File: src/rtl/adsr_pkg.sv
// rtl/adsr_pkg.sv - shared ADSR amplitude width, phase encoding and helpers
package adsr_pkg;

    localparam int AMP_W = 8;

    // Phase encoding shared with the envelope generator
    typedef enum logic [2:0] {
        IDLE    = 3'd0,
        ATTACK  = 3'd1,
        DECAY   = 3'd2,
        SUSTAIN = 3'd3,
        RELEASE = 3'd4
    } phase_e;

    function automatic logic [AMP_W-1:0] amp_max(input logic [AMP_W-1:0] a,
                                                 input logic [AMP_W-1:0] b);
        return (a > b) ? a : b;
    endfunction

endpackage

File: src/rtl/adsr_envelope_analyzer_if.sv
// rtl/adsr_envelope_analyzer_if.sv - amplitude sample stream into the ADSR analyzer
interface adsr_envelope_analyzer_if;
    import adsr_pkg::*;

    logic             sample_valid;
    logic [AMP_W-1:0] amplitude;

    modport master (output sample_valid, output amplitude);
    modport slave  (input  sample_valid, input  amplitude);

endinterface

File: src/rtl/adsr_sat_counter.sv
// rtl/adsr_sat_counter.sv - phase-length counter with clear, load-1 and saturating increment
module adsr_sat_counter #(
    parameter int CNT_W = 16
) (
    input  logic             clk,
    input  logic             rst_n,
    input  logic             i_clear,
    input  logic             i_load1,
    input  logic             i_inc,
    output logic [CNT_W-1:0] o_count
);

    logic [CNT_W-1:0] r_count;

    // Clear wins over load-1, load-1 wins over increment; increment sticks at all-ones
    always_ff @(posedge clk or negedge rst_n) begin
        if (!rst_n) begin
            r_count <= '0;
        end else if (i_clear) begin
            r_count <= '0;
        end else if (i_load1) begin
            r_count <= CNT_W'(1);
        end else if (i_inc && (r_count != '1)) begin
            r_count <= r_count + CNT_W'(1);
        end
    end

    assign o_count = r_count;

endmodule

File: src/rtl/adsr_envelope_analyzer.sv
// rtl/adsr_envelope_analyzer.sv - recovers ADSR shape from an amplitude stream (optional ADSR_ANALYZER_TIMEOUT_EN)
module adsr_envelope_analyzer
    import adsr_pkg::*;
#(
    parameter int CNT_W          = 16,
    parameter int STABLE_SAMPLES = 4,
    parameter int TIMEOUT_CYCLES = 1024
) (
    input  logic                     clk,
    input  logic                     rst_n,
    adsr_envelope_analyzer_if.slave  s_if,
    output logic [2:0]               o_phase,
    output logic                     o_result_valid,
    output logic [AMP_W-1:0]         o_peak_level,
    output logic [AMP_W-1:0]         o_sustain_level,
    output logic [CNT_W-1:0]         o_attack_cycles,
    output logic [CNT_W-1:0]         o_decay_cycles,
    output logic [CNT_W-1:0]         o_sustain_cycles,
    output logic [CNT_W-1:0]         o_release_cycles,
    output logic                     o_no_sustain,
    output logic                     o_retrig_err,
    output logic                     o_timeout_err
);

    localparam int C_ATT = 0;
    localparam int C_DEC = 1;
    localparam int C_SUS = 2;
    localparam int C_REL = 3;
    localparam logic [7:0] STABLE_LIM = 8'(STABLE_SAMPLES);

    phase_e           r_phase, w_phase_next;
    logic [AMP_W-1:0] r_prev, r_peak, w_peak_next, r_sus_lvl, w_sus_lvl_next;
    logic [7:0]       r_stable, w_stable_next, w_stable_inc;
    logic             r_retrig, w_retrig_next, r_sus_seen, w_sus_seen_next;
    logic             w_accept, w_complete, w_start, w_retrigger, w_timeout;
    logic [AMP_W-1:0] w_amp;
    logic [3:0]       w_clr, w_ld, w_inc;
    logic [CNT_W-1:0] w_cnt [4];

    assign w_accept     = s_if.sample_valid;
    assign w_amp        = s_if.amplitude;
    assign w_stable_inc = r_stable + 8'd1;
    assign o_phase      = r_phase;

    for (genvar g = 0; g < 4; g++) begin : g_cnt
        adsr_sat_counter #(.CNT_W(CNT_W)) u_cnt (
            .clk     (clk),
            .rst_n   (rst_n),
            .i_clear (w_clr[g]),
            .i_load1 (w_ld[g]),
            .i_inc   (w_inc[g]),
            .o_count (w_cnt[g])
        );
    end

`ifdef ADSR_ANALYZER_TIMEOUT_EN
    localparam int IDLE_W = $clog2(TIMEOUT_CYCLES + 1);
    logic [IDLE_W-1:0] r_idle, w_idle_next;
    assign w_idle_next = r_idle + IDLE_W'(1);

    // Count clocks without a sample while an envelope is open
    always_ff @(posedge clk or negedge rst_n) begin
        if (!rst_n) begin
            r_idle <= '0;
        end else if (w_accept || (r_phase == IDLE) || w_complete) begin
            r_idle <= '0;
        end else begin
            r_idle <= w_idle_next;
        end
    end
`else
    // Timeout logic not built; this expression is constant 0
    assign w_timeout = (TIMEOUT_CYCLES < 0);
`endif

    // Next phase and per-counter controls for the sample accepted this cycle
    always_comb begin
        w_phase_next    = r_phase;
        w_peak_next     = r_peak;
        w_sus_lvl_next  = r_sus_lvl;
        w_stable_next   = r_stable;
        w_retrig_next   = r_retrig;
        w_sus_seen_next = r_sus_seen;
        w_clr           = '0;
        w_ld            = '0;
        w_inc           = '0;
        w_complete      = 1'b0;
        w_start         = 1'b0;
        w_retrigger     = 1'b0;
`ifdef ADSR_ANALYZER_TIMEOUT_EN
        w_timeout       = 1'b0;
`endif
        if (w_accept) begin
            if ((r_phase != IDLE) && (w_amp == '0)) begin
                w_complete = 1'b1;
            end else begin
                case (r_phase)
                    IDLE: begin
                        if (w_amp != '0) w_start = 1'b1;
                    end
                    ATTACK: begin
                        if (w_amp >= r_prev) begin
                            w_inc[C_ATT] = 1'b1;
                            w_peak_next  = amp_max(r_peak, w_amp);
                        end else begin
                            w_phase_next  = DECAY;
                            w_ld[C_DEC]   = 1'b1;
                            w_stable_next = '0;
                        end
                    end
                    DECAY: begin
                        if (w_amp < r_prev) begin
                            w_inc[C_DEC]  = 1'b1;
                            w_stable_next = '0;
                        end else if (w_amp == r_prev) begin
                            w_inc[C_DEC]  = 1'b1;
                            w_stable_next = w_stable_inc;
                            if (w_stable_inc == STABLE_LIM) begin
                                w_phase_next    = SUSTAIN;
                                w_sus_lvl_next  = w_amp;
                                w_sus_seen_next = 1'b1;
                            end
                        end else begin
                            w_retrigger = 1'b1;
                        end
                    end
                    SUSTAIN: begin
                        if (w_amp == r_prev) begin
                            w_inc[C_SUS] = 1'b1;
                        end else if (w_amp < r_prev) begin
                            w_phase_next = RELEASE;
                            w_ld[C_REL]  = 1'b1;
                        end else begin
                            w_retrigger = 1'b1;
                        end
                    end
                    RELEASE: begin
                        if (w_amp <= r_prev) w_inc[C_REL] = 1'b1;
                        else                 w_retrigger  = 1'b1;
                    end
                    default: ;
                endcase
            end
        end
`ifdef ADSR_ANALYZER_TIMEOUT_EN
        else if ((r_phase != IDLE) && (w_idle_next == IDLE_W'(TIMEOUT_CYCLES))) begin
            w_complete = 1'b1;
            w_timeout  = 1'b1;
        end
`endif
        // A fresh start and a retrigger both restart the shape at ATTACK
        if (w_start || w_retrigger) begin
            w_phase_next    = ATTACK;
            w_clr           = 4'b1110;
            w_ld[C_ATT]     = 1'b1;
            w_peak_next     = w_amp;
            w_sus_lvl_next  = '0;
            w_stable_next   = '0;
            w_sus_seen_next = 1'b0;
            w_retrig_next   = w_retrigger;
        end
        if (w_complete) begin
            w_phase_next  = IDLE;
            w_clr         = 4'b1111;
            w_stable_next = '0;
        end
    end

    // Working state register
    always_ff @(posedge clk or negedge rst_n) begin
        if (!rst_n) begin
            r_phase    <= IDLE;
            r_prev     <= '0;
            r_peak     <= '0;
            r_sus_lvl  <= '0;
            r_stable   <= '0;
            r_retrig   <= 1'b0;
            r_sus_seen <= 1'b0;
        end else begin
            r_phase    <= w_phase_next;
            r_peak     <= w_peak_next;
            r_sus_lvl  <= w_sus_lvl_next;
            r_stable   <= w_stable_next;
            r_retrig   <= w_retrig_next;
            r_sus_seen <= w_sus_seen_next;
            if (w_accept) r_prev <= w_amp;
        end
    end

    // Result record: loaded once per completed envelope, held until the next one
    always_ff @(posedge clk or negedge rst_n) begin
        if (!rst_n) begin
            o_result_valid   <= 1'b0;
            o_peak_level     <= '0;
            o_sustain_level  <= '0;
            o_attack_cycles  <= '0;
            o_decay_cycles   <= '0;
            o_sustain_cycles <= '0;
            o_release_cycles <= '0;
            o_no_sustain     <= 1'b0;
            o_retrig_err     <= 1'b0;
            o_timeout_err    <= 1'b0;
        end else begin
            o_result_valid <= w_complete;
            if (w_complete) begin
                o_peak_level     <= r_peak;
                o_sustain_level  <= r_sus_lvl;
                o_attack_cycles  <= w_cnt[C_ATT];
                o_decay_cycles   <= w_cnt[C_DEC];
                o_sustain_cycles <= w_cnt[C_SUS];
                o_release_cycles <= w_cnt[C_REL];
                o_no_sustain     <= ~r_sus_seen;
                o_retrig_err     <= r_retrig;
                o_timeout_err    <= w_timeout;
            end
        end
    end

endmodule
File: src/flat_wrapper.sv
// flat-port wrapper written by rule: the top's interface ports become plain ports
module adsr_envelope_analyzer_flat import adsr_pkg::*;
#(
    parameter int CNT_W          = 16,
    parameter int STABLE_SAMPLES = 4,
    parameter int TIMEOUT_CYCLES = 1024
)
  (clk, rst_n, o_phase, o_result_valid, o_peak_level, o_sustain_level, o_attack_cycles, o_decay_cycles, o_sustain_cycles, o_release_cycles, o_no_sustain, o_retrig_err, o_timeout_err, s_if_sample_valid, s_if_amplitude);
  adsr_envelope_analyzer_if s_if_i ();
  input  logic clk;
  input  logic rst_n;
  output logic [2:0] o_phase;
  output logic o_result_valid;
  output logic [AMP_W-1:0] o_peak_level;
  output logic [AMP_W-1:0] o_sustain_level;
  output logic [CNT_W-1:0] o_attack_cycles;
  output logic [CNT_W-1:0] o_decay_cycles;
  output logic [CNT_W-1:0] o_sustain_cycles;
  output logic [CNT_W-1:0] o_release_cycles;
  output logic o_no_sustain;
  output logic o_retrig_err;
  output logic o_timeout_err;
  input wire logic [$bits(s_if_i.sample_valid)-1:0] s_if_sample_valid;
  input wire logic [$bits(s_if_i.amplitude)-1:0] s_if_amplitude;
  assign s_if_i.sample_valid = s_if_sample_valid;
  assign s_if_i.amplitude = s_if_amplitude;
  adsr_envelope_analyzer #(.CNT_W(CNT_W), .STABLE_SAMPLES(STABLE_SAMPLES), .TIMEOUT_CYCLES(TIMEOUT_CYCLES)) u_core (.clk(clk), .rst_n(rst_n), .s_if(s_if_i), .o_phase(o_phase), .o_result_valid(o_result_valid), .o_peak_level(o_peak_level), .o_sustain_level(o_sustain_level), .o_attack_cycles(o_attack_cycles), .o_decay_cycles(o_decay_cycles), .o_sustain_cycles(o_sustain_cycles), .o_release_cycles(o_release_cycles), .o_no_sustain(o_no_sustain), .o_retrig_err(o_retrig_err), .o_timeout_err(o_timeout_err));
endmodule
File: config.mk
export PLATFORM = sky130hd
export DESIGN_NAME = adsr_envelope_analyzer_flat
export DESIGN_NICKNAME = d
export VERILOG_FILES = /design/src/rtl/adsr_pkg.sv /design/src/rtl/adsr_envelope_analyzer_if.sv /design/src/rtl/adsr_sat_counter.sv /design/src/rtl/adsr_envelope_analyzer.sv /design/src/flat_wrapper.sv
export SDC_FILE = /design/constraint.sdc
export NUM_CORES = 1
export LEC_CHECK = 0
export CORE_MARGIN = 10
export CORE_UTILIZATION = 55
export CTS_CLUSTER_DIAMETER = 200
export DETAILED_ROUTE_END_ITERATION = 12
export GPL_TIMING_DRIVEN = 0
export PLACE_DENSITY = 0.89
export SLEW_MARGIN = 20
export SYNTH_ARGS = -nofsm -noshare
export SYNTH_HDL_FRONTEND = slang
export SYNTH_SLANG_ARGS = --single-unit
File: constraint.sdc
create_clock -name clk -period 4.48 [get_ports clk]
set_input_delay 0.896 -clock clk [delete_from_list [all_inputs] [get_ports clk]]
set_output_delay 0.896 -clock clk [all_outputs]
set_load 0.03 [all_outputs]
==> impl_metrics.ini <==
[logic_synthesis]
syn_inst = 915
ys.flop_type = dfrtp_1
synth_seq_cells = 184
syn_area_mm2 = 0.00855
synth_cell_types = 58
synth.top_cell.area_share_pct = 53.8
synth_largest_area_cell = dfrtp_1
synth.area.top_cells = dfrtp_1, nand2_1, xnor2_1
syn-num-nets = 947
synth_edf_count = 0
synth-seq-area-share_pct = 53.8
synthArstFlopShare_pct = 100
syn_avg_cell_area_um2 = 9.35
yosys_warnings = 0

[route]
dr.pass1.iters = 5
drc = 0
wire_per_inst_um = 16.8
drt_iter0_drc = 582
vias = 7034
ant_nets = 0
routed_via_density = 5.70
routed_wirelength_um = 20700

[power]
power_uw = 4190
p_per_area_mw_per_mm2 = 403
power_leakage_uw = 0.00495
max-vdd-ir-drop_v = 0.000267

[placement]
numPortBuffers = 96
dp_hpwl_um = 14600
pre_cts_ws_ns = 0.122
routabilityCongestion = 0.911

[sta]
drv_slew = 0
max_freq_mhz = 247
hold_viol_final = 0
setup_violations = 0
rsz0062_at_grt = false
worstMarginPinSlew_ns = 1.04
period_share_pct = 90.4
relSlewSlack_pct = 30.2
worst_slack_ns = 0.429
whs_ns = 0.397
final.setup_skew_ns = 0.0118
period_needed_ns = 4.05

[global_route]
grt_pass1_wl_um = 34400
grt_max_degree = 66
gr-usage-all-layers_pct = 20.6
grt_pass1_vias = 7124
grt-ovfl-total = 0
antenna_found_initial = 0

[clock_tree]
clock_path_buffers = 2
cts_root_buf = clkbuf_16
clk_latency_ns = 0.44
htree_levels = 4
cts_num_sinks = 184
numCtsBuffers = 17
path_clk_slew_ns = 0.07
hold_buffers = 0
post_cts.repair.setup_buffers = 0
cts.repair.resized = 0
cts_tree = yes

[setup_path]
critPathRequiredTime_ns = 4.84
crit_path_max_incr_delay_ns = 0.83
cp_slowest_cell = o21ai_0
crit_family = compound AO/OA/AOI/OAI gates
crit_chain = clkdlybuf4s50_1 > ha_1 > a21oi_1 > o221ai_2 > o31a_1 > o21ai_0 > nand3_1 > clkbuf_1 > nor2_1
cp_data_arrival_time_ns = 4.41
worstRegToRegCells = 9
path_class = primary input to flop
crit_path_end_kind = flop
cp_max_fo = 10
start_kind = primary input
critPathBufInv = 2
cp.depth = 9

[outcome]
status = finished clean

[finish]
final_common_cell = nand2_1
layout-drive-gt1-share_pct = 6.70
nets = 1064
area_delta_synth_final_pct = 21.8
n_antenna_cell = 0
layout_common_cells = nand2_1, dfrtp_1, clkdlybuf4s50_1

[floorplanning]
rows = 45
die_h_um = 145
dieArea_mm2 = 0.0209
num_io_pins = 98
core_area_mm2 = 0.0152
die_x_um = 145
initial_utilization_pct = 56.2

[worst_hold_path]
hp-class = primary input to asynchronous set/reset pin

[flow_run]
max_cap_viol_count = 0
## cells in the mapped netlist, types with 19 or more instances
| library cell | instances |
|---|---|
| nand3_1 | 29 |
| clkbuf_1 | 25 |
| xnor2_1 | 34 |
| inv_1 | 32 |
| ha_1 | 21 |
| nand4_1 | 26 |
| o21ai_0 | 32 |
| nand2_1 | 269 |
| nor3_1 | 23 |
| nor2_1 | 71 |
| dfrtp_1 | 184 |
| xor2_1 | 19 |
## area by class of cell
type,instances,area (um2)
sequential,184,4600
tap,188,235
inverter,33,124
timing repair buffer,98,1020
multi-input combinational,663,3670
fill,1139,4790
clock inverter,12,149
clock buffer,20,457
buffer,35,149
## cells by family (layout without fill, tap and decap cells)
group | after synthesis | count (layout) | synth area share, %
and+or+nand+nor | 485 | 485 | 25.7
DFF | 184 | 184 | 53.8
AOI/OAI and AO/OA | 89 | 89 | 6.92
buffers and inverters | 68 | 198 | 3.19
xor gates and xnor gates | 53 | 53 | 5.43
adders and majority gates | 21 | 21 | 3.07
muxes | 14 | 14 | 1.77
other | 1 | 1 | 0.0439
## flip-flops by register name (all words and copies together) (netlist names)
name and cells:
u_core.o_peak_level 8, u_core.r_sus_lvl 8, u_core.r_peak 8, u_core.o_no_sustain 1, u_core.o_retrig_err 1, u_core.o_decay_cycles 16
u_core.r_sus_seen 1, u_core.r_stable 8, u_core.g_cnt.u_cnt.o_count 64, u_core.o_result_valid 1, u_core.o_release_cycles 16, u_core.o_phase 3
u_core.o_sustain_level 8, u_core.o_attack_cycles 16, u_core.r_retrig 1, u_core.r_prev 8, u_core.o_sustain_cycles 16
## worst reg2reg max path, cell delays in order, from the launching register on
cell and delay, ns:
dfrtp_1 0.36, inv_1 0.07, ha_1 0.24, a21oi_1 0.21, o221ai_2 0.22, o31a_1 0.36, o21ai_0 0.83, nand3_1 0.44
clkbuf_1 0.33, nor2_1 0.17
## per-layer routing
layer	vias up	global-route usage, %	part of all wire, %
li1	3289	-	-
met4	0	7.23	2.7
met5	-	0	0
met1	3430	25.3	41
met3	46	5.77	7.9
met2	269	34.1	48
## power breakdown
part	internal, uW	leakage [uW]	total (uW)	switching [uW]
registers	1750	0.00252	1840	86.0
clock network	904	0.000288	1530	630
logic	293	0.00214	816	523
total	2950	0.00495	4190	1240
## worst paths after layout
path | end | startpoint | slack [ns]
worst max register to register | u_core.g_cnt[3].u_cnt.o_count[7] | u_core.r_prev[3] | 1.19
max in group asynchronous | u_core.g_cnt[3].u_cnt.o_count[8] | rst_n | 3.11
worst min register to register | u_core.o_sustain_cycles[10] | u_core.o_sustain_cycles[10] | 0.47
worst max-delay path | u_core.g_cnt[3].u_cnt.o_count[7] | s_if_amplitude[5] | 0.43
min in group clk | u_core.o_sustain_cycles[10] | u_core.o_sustain_cycles[10] | 0.47
worst min-delay path | u_core.o_sustain_cycles[9] | rst_n | 0.40
## metrics by stage
stage          std cells  utilization (%)  area, um2  TNS (ns)
3_3_place_gp        1199             64.1       9750   -879.53
6_report            1233             68.5      10400         0
3_5_place_dp        1201             64.5       9810         0
5_1_grt             1233             68.5      10400         0
4_1_cts             1233             68.5      10400         0
2_1_floorplan        915                -       8550         0
(Power assumes the default switching activity.)
